<file path="config.mk">
export PLATFORM = sky130hd
export DESIGN_NAME = maxuhp_mc
export DESIGN_NICKNAME = d
export VERILOG_FILES = /design/src/rtl/maxuhp_pkg.sv /design/src/rtl/maxuhp_tag_fifo.sv /design/src/rtl/maxuhp_mc.sv
export SDC_FILE = /design/constraint.sdc
export NUM_CORES = 1
export LEC_CHECK = 0
export CORE_AREA = 2 2 197 199
export CTS_BUF_LIST = sky130_fd_sc_hd__clkbuf_8 sky130_fd_sc_hd__clkbuf_16
export DETAILED_ROUTE_END_ITERATION = 8
export DIE_AREA = 0 0 199 201
export DONT_BUFFER_PORTS = 1
export PLACE_DENSITY = 0.69
export SLEW_MARGIN = 15
export SYNTH_ARGS = -nofsm -noshare
export SYNTH_HDL_FRONTEND = slang
export SYNTH_SLANG_ARGS = --single-unit
</file>
<file path="constraint.sdc">
create_clock -name clk -period 3.5 [get_ports clk]
set_clock_uncertainty 0.15 [all_clocks]
set_input_delay 0.175 -clock clk [delete_from_list [all_inputs] [get_ports clk]]
set_output_delay 0.175 -clock clk [all_outputs]
set_load 0.02 [all_outputs]
</file>
<file path="src/rtl/maxuhp_pkg.sv">
// Shared mode encodings, IEEE-754 single-precision constants and a width helper
// for the multi-channel maxu*x+C datapath.
package maxuhp_pkg;

  typedef enum logic [1:0] {
    MODE_ADD_ONE      = 2'd0,
    MODE_SUB_ONE      = 2'd1,
    MODE_ADD_ZERO     = 2'd2,
    MODE_ADD_ZERO_ALT = 2'd3
  } mode_e;

  localparam logic [31:0] FP_POS_ZERO  = 32'h0000_0000;
  localparam logic [31:0] FP_SIGN_MASK = 32'h8000_0000;
  localparam logic [31:0] FP_POS_ONE   = 32'h3F80_0000;

  function automatic int clog2(input int value);
    int result;
    result = 0;
    while ((1 << result) < value) begin
      result = result + 1;
    end
    return result;
  endfunction

endpackage

</file>
<file path="src/rtl/maxuhp_tag_fifo.sv">
// In-order tag store for outstanding operations: one write pointer and separate
// read pointers for the multiply and add stages, each with its own empty flag.
module maxuhp_tag_fifo
  import maxuhp_pkg::*;
#(
  parameter int C_DEPTH = 16,
  parameter int C_CH_W  = 2
) (
  input  logic              i_clk,
  input  logic              i_rst_n,
  input  logic              i_push,
  input  logic [C_CH_W-1:0] i_pushCh,
  input  logic [1:0]        i_pushMode,
  input  logic              i_multPop,
  input  logic              i_addPop,
  output logic [1:0]        o_multMode,
  output logic [C_CH_W-1:0] o_addCh,
  output logic              o_full,
  output logic              o_multEmpty,
  output logic              o_addEmpty
);

  localparam int PTR_W = clog2(C_DEPTH);

  logic [PTR_W:0]      r_wrPtr;
  logic [PTR_W:0]      r_multPtr;
  logic [PTR_W:0]      r_addPtr;
  logic [C_CH_W-1:0]   r_chMem   [C_DEPTH];
  logic [1:0]          r_modeMem [C_DEPTH];
  logic                w_push;
  logic                w_multPop;
  logic                w_addPop;

  // Extra MSB on each pointer distinguishes full from empty after wrap.
  assign o_full      = (r_wrPtr[PTR_W] != r_addPtr[PTR_W]) &&
                       (r_wrPtr[PTR_W-1:0] == r_addPtr[PTR_W-1:0]);
  assign o_multEmpty = (r_wrPtr == r_multPtr);
  assign o_addEmpty  = (r_multPtr == r_addPtr);

  assign w_push    = i_push && !o_full;
  assign w_multPop = i_multPop && !o_multEmpty;
  assign w_addPop  = i_addPop && !o_addEmpty;

  assign o_multMode = r_modeMem[r_multPtr[PTR_W-1:0]];
  assign o_addCh    = r_chMem[r_addPtr[PTR_W-1:0]];

  always_ff @(posedge i_clk or negedge i_rst_n) begin
    if (!i_rst_n) begin
      r_wrPtr   <= '0;
      r_multPtr <= '0;
      r_addPtr  <= '0;
    end else begin
      if (w_push) begin
        r_wrPtr <= r_wrPtr + 1'b1;
      end
      if (w_multPop) begin
        r_multPtr <= r_multPtr + 1'b1;
      end
      if (w_addPop) begin
        r_addPtr <= r_addPtr + 1'b1;
      end
    end
  end

  always_ff @(posedge i_clk) begin
    if (w_push) begin
      r_chMem[r_wrPtr[PTR_W-1:0]]   <= i_pushCh;
      r_modeMem[r_wrPtr[PTR_W-1:0]] <= i_pushMode;
    end
  end

endmodule

</file>
<file path="src/rtl/maxuhp_mc.sv">
// Multi-channel front end that computes maxu*x +/- C through an external FP
// multiplier and adder, arbitrating channels round-robin and retiring in order.
module maxuhp_mc
  import maxuhp_pkg::*;
#(
  parameter int                      C_DATA_WIDTH = 32,
  parameter int                      C_CH_NUM     = 4,
  parameter int                      C_TAG_DEPTH  = 16,
  parameter logic [C_DATA_WIDTH-1:0] C_ADD_CONST  = C_DATA_WIDTH'(FP_POS_ONE)
) (
  input  logic                             clk,
  input  logic                             reset,
  input  logic [C_CH_NUM-1:0]              ch_in_valid,
  output logic [C_CH_NUM-1:0]              ch_in_ready,
  input  logic [C_CH_NUM*C_DATA_WIDTH-1:0] ch_in_data,
  input  logic [C_CH_NUM*C_DATA_WIDTH-1:0] ch_maxu_in,
  input  logic [1:0]                       mode,
  output logic [C_DATA_WIDTH-1:0]          mult_a,
  output logic [C_DATA_WIDTH-1:0]          mult_b,
  output logic                             mult_valid,
  input  logic [C_DATA_WIDTH-1:0]          mult_result,
  input  logic                             mult_rdy,
  output logic [C_DATA_WIDTH-1:0]          add_a,
  output logic [C_DATA_WIDTH-1:0]          add_b,
  output logic                             add_valid,
  input  logic [C_DATA_WIDTH-1:0]          add_result,
  input  logic                             add_rdy,
  output logic                             dataf_out_valid,
  output logic [C_DATA_WIDTH-1:0]          dataf_out,
  output logic [clog2(C_CH_NUM)-1:0]       dataf_out_ch,
  output logic                             seq_err
);

  localparam int CH_W  = clog2(C_CH_NUM);
  localparam int CNT_W = clog2(C_TAG_DEPTH) + 1;

  logic [C_CH_NUM-1:0]     r_full;
  logic [C_CH_NUM-1:0]     r_ready;
  logic [C_DATA_WIDTH-1:0] r_x    [C_CH_NUM];
  logic [C_DATA_WIDTH-1:0] r_maxu [C_CH_NUM];
  logic [1:0]              r_mode [C_CH_NUM];
  logic [CH_W-1:0]         r_rrPtr;
  logic [CNT_W-1:0]        r_outstanding;

  logic [C_DATA_WIDTH-1:0] r_multA;
  logic [C_DATA_WIDTH-1:0] r_multB;
  logic                    r_multValid;
  logic [C_DATA_WIDTH-1:0] r_addA;
  logic [C_DATA_WIDTH-1:0] r_addB;
  logic                    r_addValid;
  logic                    r_outValid;
  logic [C_DATA_WIDTH-1:0] r_outData;
  logic [CH_W-1:0]         r_outCh;
  logic                    r_seqErr;

  logic [C_CH_NUM-1:0]     w_fullNxt;
  logic                    w_grantAny;
  logic [CH_W-1:0]         w_grantIdx;
  logic [CH_W:0]           w_sum;
  logic                    w_issue;
  logic                    w_tagFull;
  logic                    w_multEmpty;
  logic                    w_addEmpty;
  logic                    w_multAccept;
  logic                    w_addAccept;
  logic [1:0]              w_multMode;
  logic [CH_W-1:0]         w_addCh;
  logic [C_DATA_WIDTH-1:0] w_addend;

  // Scan downward from the farthest offset so the channel nearest r_rrPtr wins.
  always_comb begin
    w_grantAny = 1'b0;
    w_grantIdx = '0;
    w_sum      = '0;
    for (int i = C_CH_NUM - 1; i >= 0; i--) begin
      w_sum = {1'b0, r_rrPtr} + (CH_W+1)'(i);
      if (w_sum >= (CH_W+1)'(C_CH_NUM)) begin
        w_sum = w_sum - (CH_W+1)'(C_CH_NUM);
      end
      if (r_full[w_sum[CH_W-1:0]]) begin
        w_grantAny = 1'b1;
        w_grantIdx = w_sum[CH_W-1:0];
      end
    end
  end

  assign w_issue      = w_grantAny && !w_tagFull &&
                        (r_outstanding < CNT_W'(C_TAG_DEPTH));
  assign w_multAccept = mult_rdy && !w_multEmpty;
  assign w_addAccept  = add_rdy && !w_addEmpty;

  always_comb begin
    w_fullNxt = r_full;
    for (int k = 0; k < C_CH_NUM; k++) begin
      if (w_issue && (w_grantIdx == CH_W'(k))) begin
        w_fullNxt[k] = 1'b0;
      end else if (ch_in_valid[k] && r_ready[k]) begin
        w_fullNxt[k] = 1'b1;
      end
    end
  end

  always_comb begin
    case (mode_e'(w_multMode))
      MODE_ADD_ONE: w_addend = C_ADD_CONST;
      MODE_SUB_ONE: w_addend = C_ADD_CONST ^ C_DATA_WIDTH'(FP_SIGN_MASK);
      default:      w_addend = C_DATA_WIDTH'(FP_POS_ZERO);
    endcase
  end

  // Ready is a registered copy of the empty state, so a slot freed by issue
  // only reopens to the producer on the following cycle.
  always_ff @(posedge clk or negedge reset) begin
    if (!reset) begin
      r_full        <= '0;
      r_ready       <= '0;
      r_rrPtr       <= '0;
      r_outstanding <= '0;
      for (int k = 0; k < C_CH_NUM; k++) begin
        r_x[k]    <= '0;
        r_maxu[k] <= '0;
        r_mode[k] <= '0;
      end
    end else begin
      r_full  <= w_fullNxt;
      r_ready <= ~w_fullNxt;
      for (int k = 0; k < C_CH_NUM; k++) begin
        if (ch_in_valid[k] && r_ready[k]) begin
          r_x[k]    <= ch_in_data[k*C_DATA_WIDTH +: C_DATA_WIDTH];
          r_maxu[k] <= ch_maxu_in[k*C_DATA_WIDTH +: C_DATA_WIDTH];
          r_mode[k] <= mode;
        end
      end
      if (w_issue) begin
        r_rrPtr <= (w_grantIdx == CH_W'(C_CH_NUM - 1)) ? '0 : w_grantIdx + 1'b1;
      end
      if (w_issue && !w_addAccept) begin
        r_outstanding <= r_outstanding + 1'b1;
      end else if (!w_issue && w_addAccept) begin
        r_outstanding <= r_outstanding - 1'b1;
      end
    end
  end

  // Every outward-facing signal is registered and cleared by reset.
  always_ff @(posedge clk or negedge reset) begin
    if (!reset) begin
      r_multA     <= '0;
      r_multB     <= '0;
      r_multValid <= 1'b0;
      r_addA      <= '0;
      r_addB      <= '0;
      r_addValid  <= 1'b0;
      r_outValid  <= 1'b0;
      r_outData   <= '0;
      r_outCh     <= '0;
      r_seqErr    <= 1'b0;
    end else begin
      r_multValid <= w_issue;
      if (w_issue) begin
        r_multA <= r_maxu[w_grantIdx];
        r_multB <= r_x[w_grantIdx];
      end
      r_addValid <= w_multAccept;
      if (w_multAccept) begin
        r_addA <= mult_result;
        r_addB <= w_addend;
      end
      r_outValid <= w_addAccept;
      if (w_addAccept) begin
        r_outData <= add_result;
        r_outCh   <= w_addCh;
      end
      if ((mult_rdy && w_multEmpty) || (add_rdy && w_addEmpty)) begin
        r_seqErr <= 1'b1;
      end
    end
  end

  maxuhp_tag_fifo #(
    .C_DEPTH (C_TAG_DEPTH),
    .C_CH_W  (CH_W)
  ) u_tagFifo (
    .i_clk       (clk),
    .i_rst_n     (reset),
    .i_push      (w_issue),
    .i_pushCh    (w_grantIdx),
    .i_pushMode  (r_mode[w_grantIdx]),
    .i_multPop   (w_multAccept),
    .i_addPop    (w_addAccept),
    .o_multMode  (w_multMode),
    .o_addCh     (w_addCh),
    .o_full      (w_tagFull),
    .o_multEmpty (w_multEmpty),
    .o_addEmpty  (w_addEmpty)
  );

  assign ch_in_ready     = r_ready;
  assign mult_a          = r_multA;
  assign mult_b          = r_multB;
  assign mult_valid      = r_multValid;
  assign add_a           = r_addA;
  assign add_b           = r_addB;
  assign add_valid       = r_addValid;
  assign dataf_out_valid = r_outValid;
  assign dataf_out       = r_outData;
  assign dataf_out_ch    = r_outCh;
  assign seq_err         = r_seqErr;

endmodule

</file>
==> Yosys cells after proc, flatten, opt, wreduce, memory -nomap -nowiden <==
Memory sizes are Yosys's and may differ from the RTL's. A register that Yosys moved wholly into a read port is not among the register bits.
Index checks and enable logic that the tools add are counted.
Widths: inputs -> output; s select.
{ "word_totals": {"regBits": 458, "ram_bits": 64, "inputBits": 330, "elab_cells": 136, "memories": 2} }
{ "op_classes": {"addsub": 13, "order_cmp": 10, "n_eq_ne": 8, "muxes": 43, "bitwise": 2, "n_reduce_logical": 30} }
{ "memory_table": {"columns": ["memory", "depth", "word_bits", "rd", "rd_ports_with_merged_regs", "wr", "line", "source"], "rows": [
  ["u_tagFifo.r_chMem", 16, 2, 1, 1, 1, "maxuhp_tag_fifo.sv:28", "logic [C_CH_W-1:0] r_chMem [C_DEPTH];"],
  ["u_tagFifo.r_modeMem", 16, 2, 1, 0, 1, "maxuhp_tag_fifo.sv:29", "logic [1:0] r_modeMem [C_DEPTH];"]
]} }
{ "op_table": {"columns": ["cell", "n"], "rows": [
  ["$bmux 32 s2", 2],
  ["$mux 32", 4],
  ["$pmux 32 s2", 1],
  ["$mux 2", 11],
  ["$add 5x1->5 const B", 4],
  ["$logic_and 1x1->1", 20],
  ["$mux 1", 18],
  ["$ge 3x3->1 const B", 4],
  ["$lt 2x3->1 const B", 4],
  ["$eq 5x5->1", 2],
  ["$mux 5", 2],
  ["$bmux 1 s2", 4],
  ["$sub 2x1->2 const B", 4],
  ["$add 2x2->3 const B", 2],
  ["$logic_not 1->1", 6],
  ["$lt 5x5->1 const B", 1],
  ["$sub 5x1->5 const B", 1],
  ["$bmux 2 s2", 1],
  ["$eq 2x1->1 const B", 2],
  ["$eq 2x2->1 const B", 2],
  ["$eq 4x4->1", 1],
  ["$logic_not 2->1", 2],
  ["$not 4->4", 1],
  ["$add 2x1->3 const B", 1],
  ["other kinds (6)", 6]
]} }

==> Depth between registers and ports, before layout <==
{ "logic_depth": {"word_depth": 15, "mapped_depth": 13, "mapped_depth_nobuf": 12} }

==> By module <==
Synthesis repeated with hierarchy kept, for this count alone.
{ "unflattened": {"hier_cells": 1553, "area_unflattened_um2": 21169.1} }
{ "modules_own_cells": {"columns": ["module", "n_inst", "cells_per_inst", "area_each_um2"], "rows": [
  ["maxuhp_mc", 1, 1345, 17618.1],
  ["maxuhp_tag_fifo", 1, 208, 3550.9]
]} }

==> Worst setup path after synthesis <==
No wires, ideal clock.
{ "synth_timing": {"kind": "flip-flop to flip-flop", "from": "register u_tagFifo.r_addPtr[3]", "to": "register r_outstanding[4]", "setup_ns": 0.125, "arrival_ns": 2.684, "slack_ns": 0.541, "stages_incl_launch_ff": 14, "cell_sequence": "dfrtp_1 buf_2 xor2_1 o41ai_4 inv_2 buf_2 ha_1 inv_1 ha_1 a21o_1 a21oi_1 xnor2_1 nor2_1 xor2_1"} }
{ "synth_via": {"elab_chain_len": 8, "word_cells_on_any_way": 14, "classes_between": "eq/ne: 2; mux: 1; reduce/logical: 11"} }
{ "synth_rtl": {"columns": ["element", "line", "source"], "rows": [
  ["from (decl)", "maxuhp_tag_fifo.sv:27", "logic [PTR_W:0] r_addPtr;"],
  ["from (signal assigned)", "maxuhp_tag_fifo.sv:60", "r_addPtr <= r_addPtr + 1'b1;"],
  ["$eq 4x4->1 *", "maxuhp_tag_fifo.sv:36", "(r_wrPtr[PTR_W-1:0] == r_addPtr[PTR_W-1:0]);"],
  ["$logic_and 1x1->1 *", "maxuhp_tag_fifo.sv:35", "assign o_full = (r_wrPtr[PTR_W] != r_addPtr[PTR_W]) &&"],
  ["$logic_not 1->1 *", "maxuhp_mc.sv:87", "assign w_issue = w_grantAny && !w_tagFull &&"],
  ["$logic_and 1x1->1 * (2 in a row)", "maxuhp_mc.sv:87", null],
  ["named net u_tagFifo.i_push", "maxuhp_tag_fifo.sv:11", "input logic i_push,"],
  ["$logic_not 1->1", "maxuhp_mc.sv:139", "end else if (!w_issue && w_addAccept) begin"],
  ["$logic_and 1x1->1", "maxuhp_mc.sv:139", null],
  ["$reduce_bool 2->1 (no line)", null, null],
  ["to (signal assigned)", "maxuhp_mc.sv:138", "r_outstanding <= r_outstanding + 1'b1;"],
  ["to (signal assigned)", "maxuhp_mc.sv:140", "r_outstanding <= r_outstanding - 1'b1;"],
  ["to (decl)", "maxuhp_mc.sv:43", "logic [CNT_W-1:0] r_outstanding;"]
]} }
The timed path passes the listed nets; every way through them passes the cells marked *.
A chain may end at the register's enable or synchronous reset.

==> Final worst setup path <==
{ "layout_timing": {"from": "register u_tagFifo.r_multPtr[2]", "to": "register r_addA[28], in the netlist add_a[28]"} }
{ "layout_via": {"elab_chain_len": 3} }
{ "layout_rtl": {"columns": ["element", "line", "source"], "rows": [
  ["from (decl)", "maxuhp_tag_fifo.sv:26", "logic [PTR_W:0] r_multPtr;"],
  ["from (signal assigned)", "maxuhp_tag_fifo.sv:57", "r_multPtr <= r_multPtr + 1'b1;"],
  ["$eq 5x5->1", "maxuhp_tag_fifo.sv:37", "assign o_multEmpty = (r_wrPtr == r_multPtr);"],
  ["$logic_not 1->1", "maxuhp_mc.sv:89", "assign w_multAccept = mult_rdy && !w_multEmpty;"],
  ["$logic_and 1x1->1", "maxuhp_mc.sv:89", null],
  ["to (signal assigned)", "maxuhp_mc.sv:166", "r_addA <= mult_result;"],
  ["to (decl)", "maxuhp_mc.sv:48", "logic [C_DATA_WIDTH-1:0] r_addA;"]
]} }
Every way passes these cells.

==> metrics.yaml <==
synthMuxAreaShare: 0.178
area_growth_pct: 27.1
synth.largest_area_cell: "dfrtp_1"
synth_top_family_by_area: "multiplexers"
vias: 14700
avgSynthCellArea_um2: 13.1
cpMostUsedCell: "nand2_1"
synth_top_area_frac: 0.507
syn-cell-area_um2: 21200
die_h_um: 201
peakVddDrop_uv: 880
synth-xor-area-share: 0.0132
fill_cells: 2428
grt_util_all_layers: 0.305
final_common_cell: "dfrtp_1"
ios: 500
critical_path.max_fanout: 37
drv_slew: 128
core_um2: 38100
layout-drive-gt1-share: 0.218
clk_latency_ns: 0.58
nets: 2293
yosys.area_share.simple: 0.0815
ys_seq_area_frac: 0.597
tightest_slew_ns: 1.74
grt_pass1_wl_um: 93300
port_buffers: 0
gp_congestion: 0.853
timing.rr.start: "u_tagFifo.r_multPtr[2]$_DFFE_PN0P_"
slowest_delay_ns: 0.58
r2r_cells: 9
drtIter0Drc: 929
drt_first_pass_iters: 5
initial_core_util: 0.557
cts_setup_buffers: 0
setup-tns-final_ns: 0
grt_pass1_vias: 16300
synth_fa_ha_area_frac: 0.00919
p_leak_uw: 0.0115
ctsHoldBuffers: 383
synth.distinct_cells: 39
synth-compound-area-share: 0.0814
power_density_nw_per_um2: 1010
fp.dieW_um: 199
cts-htree-levels: 2
cts_tree: "built"
worstPathCellList: "buf_4, xnor2_1, nand2_1, o41ai_4, inv_2, nand2_1, dlygate4sd3_1, nand2_1, dlygate4sd3_1"
ctsRootBufferMaster: "clkbuf_16"
vias_per_cell: 5.85
fmax_mhz: 300
rr_endpoint: "add_a[28]$_DFFE_PN0P_"
synth_area_leaders: "dfrtp_1 51%, mux2_2 16%, edfxtp_1 9.0%"
violations: "negative hold slack, max-slew violations"
outcome: "finished, violations left"
die_area_um2: 40000
grt_max_degree: 431
final_area_um2: 27000
cap_violations: 0
finalCritPeriodShare: 0.954
final_cell_mix: "430 x dfrtp_1, 383 x dlygate4sd3_1, 301 x mux2_2"
drtAntennaViolNets: 0
clkSlewWorstSetupHoldPaths_ns: 0.06
routedWlPerCell_um: 24.1
ys_seq_elements: 494
worstPathRequired_ns: 3.81
cts_resized: 0
clockBufferDepth: 3
grt_overflow: 0
rows: 72
netlist_instances: 1620
post-dp-hpwl_um: 34700
finalSetupViolations: 0
min_period_ns: 3.34
reg2reg_slack_ns: 0.16
crit_type: "reg2reg"
start_kind: "register"
hold_viol: 430
yosysWarnings: 0
slowest_stage: "dlygate4sd3_1"
cts_inserted_buffers: 49
worstSetupEndpointType: "register"
whs_ns: -0.848
slew_headroom: -0.163
drt_wl_total_um: 60700
cts.sinks: 494
cp_data_arrival_time_ns: 3.65
dpl_cell_area_um2: 21500
antenna_found_initial: 9
rsz0062_at_grt: "false"
hold_class: "in2async"
drc: 0
critical path: cells and delay by family (launching register included):
kind	cells	cell delay (ns)
flip-flops	1	0.41
AO/OA/AOI/OAI	1	0.39
buffers and inverters	4	1.68
XOR/XNOR	1	0.17
AND/OR/NAND/NOR	3	0.41
area by class of cell:
cell class | instances | area [µm²] | share of cell area
Antenna cell | 10 | 25.0 | 0.000927
Clock buffer | 59 | 1390 | 0.0513
Clock inverter | 31 | 215 | 0.00797
Inverter | 17 | 65.1 | 0.00241
Multi-Input combinational cell | 977 | 7860 | 0.291
Sequential cell | 494 | 12700 | 0.470
Tap cell | 518 | 648 | 0.0240
Timing Repair Buffer | 409 | 4120 | 0.152
sequential cells by signal, indices dropped and copies added, names as in the netlist, 4 cells and up:
name	flops
add_a	32
ch_in_ready	4
dataf_out	32
mult_a	32
mult_b	32
r_full	4
r_maxu	128
r_mode	8
r_outstanding	5
r_x	128
u_tagFifo.r_addPtr	5
u_tagFifo.r_chMem	32
u_tagFifo.r_modeMem	32
u_tagFifo.r_multPtr	5
u_tagFifo.r_wrPtr	5
synth_stat cells, drive strengths merged:
| library cell | n |
|---|---|
| a21o | 3 |
| o41ai | 2 |
| a31oi | 3 |
| o31ai | 66 |
| inv | 17 |
| and3 | 130 |
| fa | 1 |
| xnor2 | 19 |
| xor2 | 13 |
| mux2 | 301 |
| o221ai | 1 |
| and2 | 5 |
| nor2 | 14 |
| o22ai | 1 |
| o21ai | 5 |
| mux4 | 16 |
| nor3 | 5 |
| a21oi | 7 |
| a2bb2oi | 4 |
| dfrtp | 430 |
| a211oi | 133 |
| conb | 1 |
| edfxtp | 64 |
| clkbuf | 64 |
| nor2b | 3 |
| a211o | 1 |
| nor4 | 1 |
| nand4 | 6 |
| mux2i | 4 |
| nand2 | 190 |
| nand2b | 4 |
| ha | 14 |
| buf | 91 |
| nand3 | 1 |
cell families after synthesis:
family | after synthesis
adders and majority gates | 15
buffers and inverters | 172
xor gates and xnor gates | 32
muxes | 321
other | 1
AOI/OAI and AO/OA | 226
and+or+nand+nor | 359
DFF | 494
report_power, final:
| group | switching [µW] | internal [µW] |
|---|---|---|
| Combinational | 5970 | 4780 |
| Sequential | 2590 | 8700 |
| Clock | 2210 | 3020 |
| Total | 10800 | 16500 |
how the worst max path moves through the flow:
stage / from / end / slack, ns / depth (start not counted)
after floorplan: u_tagFifo.r_addPtr[3]$_DFFE_PN0P_ / r_outstanding[4]$_DFFE_PN0P_ / 0.54 / 13
after global placement: u_tagFifo.r_wrPtr[2]$_DFFE_PN0P_ / r_outstanding[4]$_DFFE_PN0P_ / 0.58 / 12
after detailed placement: u_tagFifo.r_wrPtr[2]$_DFFE_PN0P_ / r_outstanding[4]$_DFFE_PN0P_ / 0.51 / 12
after CTS: u_tagFifo.r_multPtr[2]$_DFFE_PN0P_ / add_a[23]$_DFFE_PN0P_ / 0.30 / 9
after global routing: u_tagFifo.r_multPtr[3]$_DFFE_PN0P_ / add_a[28]$_DFFE_PN0P_ / 0.05 / 8
final: u_tagFifo.r_multPtr[2]$_DFFE_PN0P_ / add_a[28]$_DFFE_PN0P_ / 0.16 / 9
stage by stage:
| step | hold slack [ns] | utilization | total power (µW) | worst slack [ns] | cells |
|---|---|---|---|---|---|
| after detailed placement | -0.263 | 0.565 | 21300 | 0.512 | 2032 |
| after global routing | -0.879 | 0.708 | 28800 | 0.0459 | 2514 |
| after floorplan | -0.271 | - | 18300 | 0.541 | 1643 |
| after CTS | -0.885 | 0.708 | 27000 | 0.297 | 2505 |
| after global placement | -0.263 | 0.565 | 20900 | 0.581 | 2032 |
| final | -0.848 | 0.709 | 27300 | 0.162 | 2515 |
layer usage:
metal	vias up	wire [µm]	GRT usage	part of all wire
met4	0	2870	0.160	0.047
met2	660	29800	0.510	0.49
met5	-	0	0	0
li1	6468	-	-	-
met1	7427	23300	0.365	0.38
met3	154	4800	0.0731	0.079
Power figures use the tool's default switching activity.
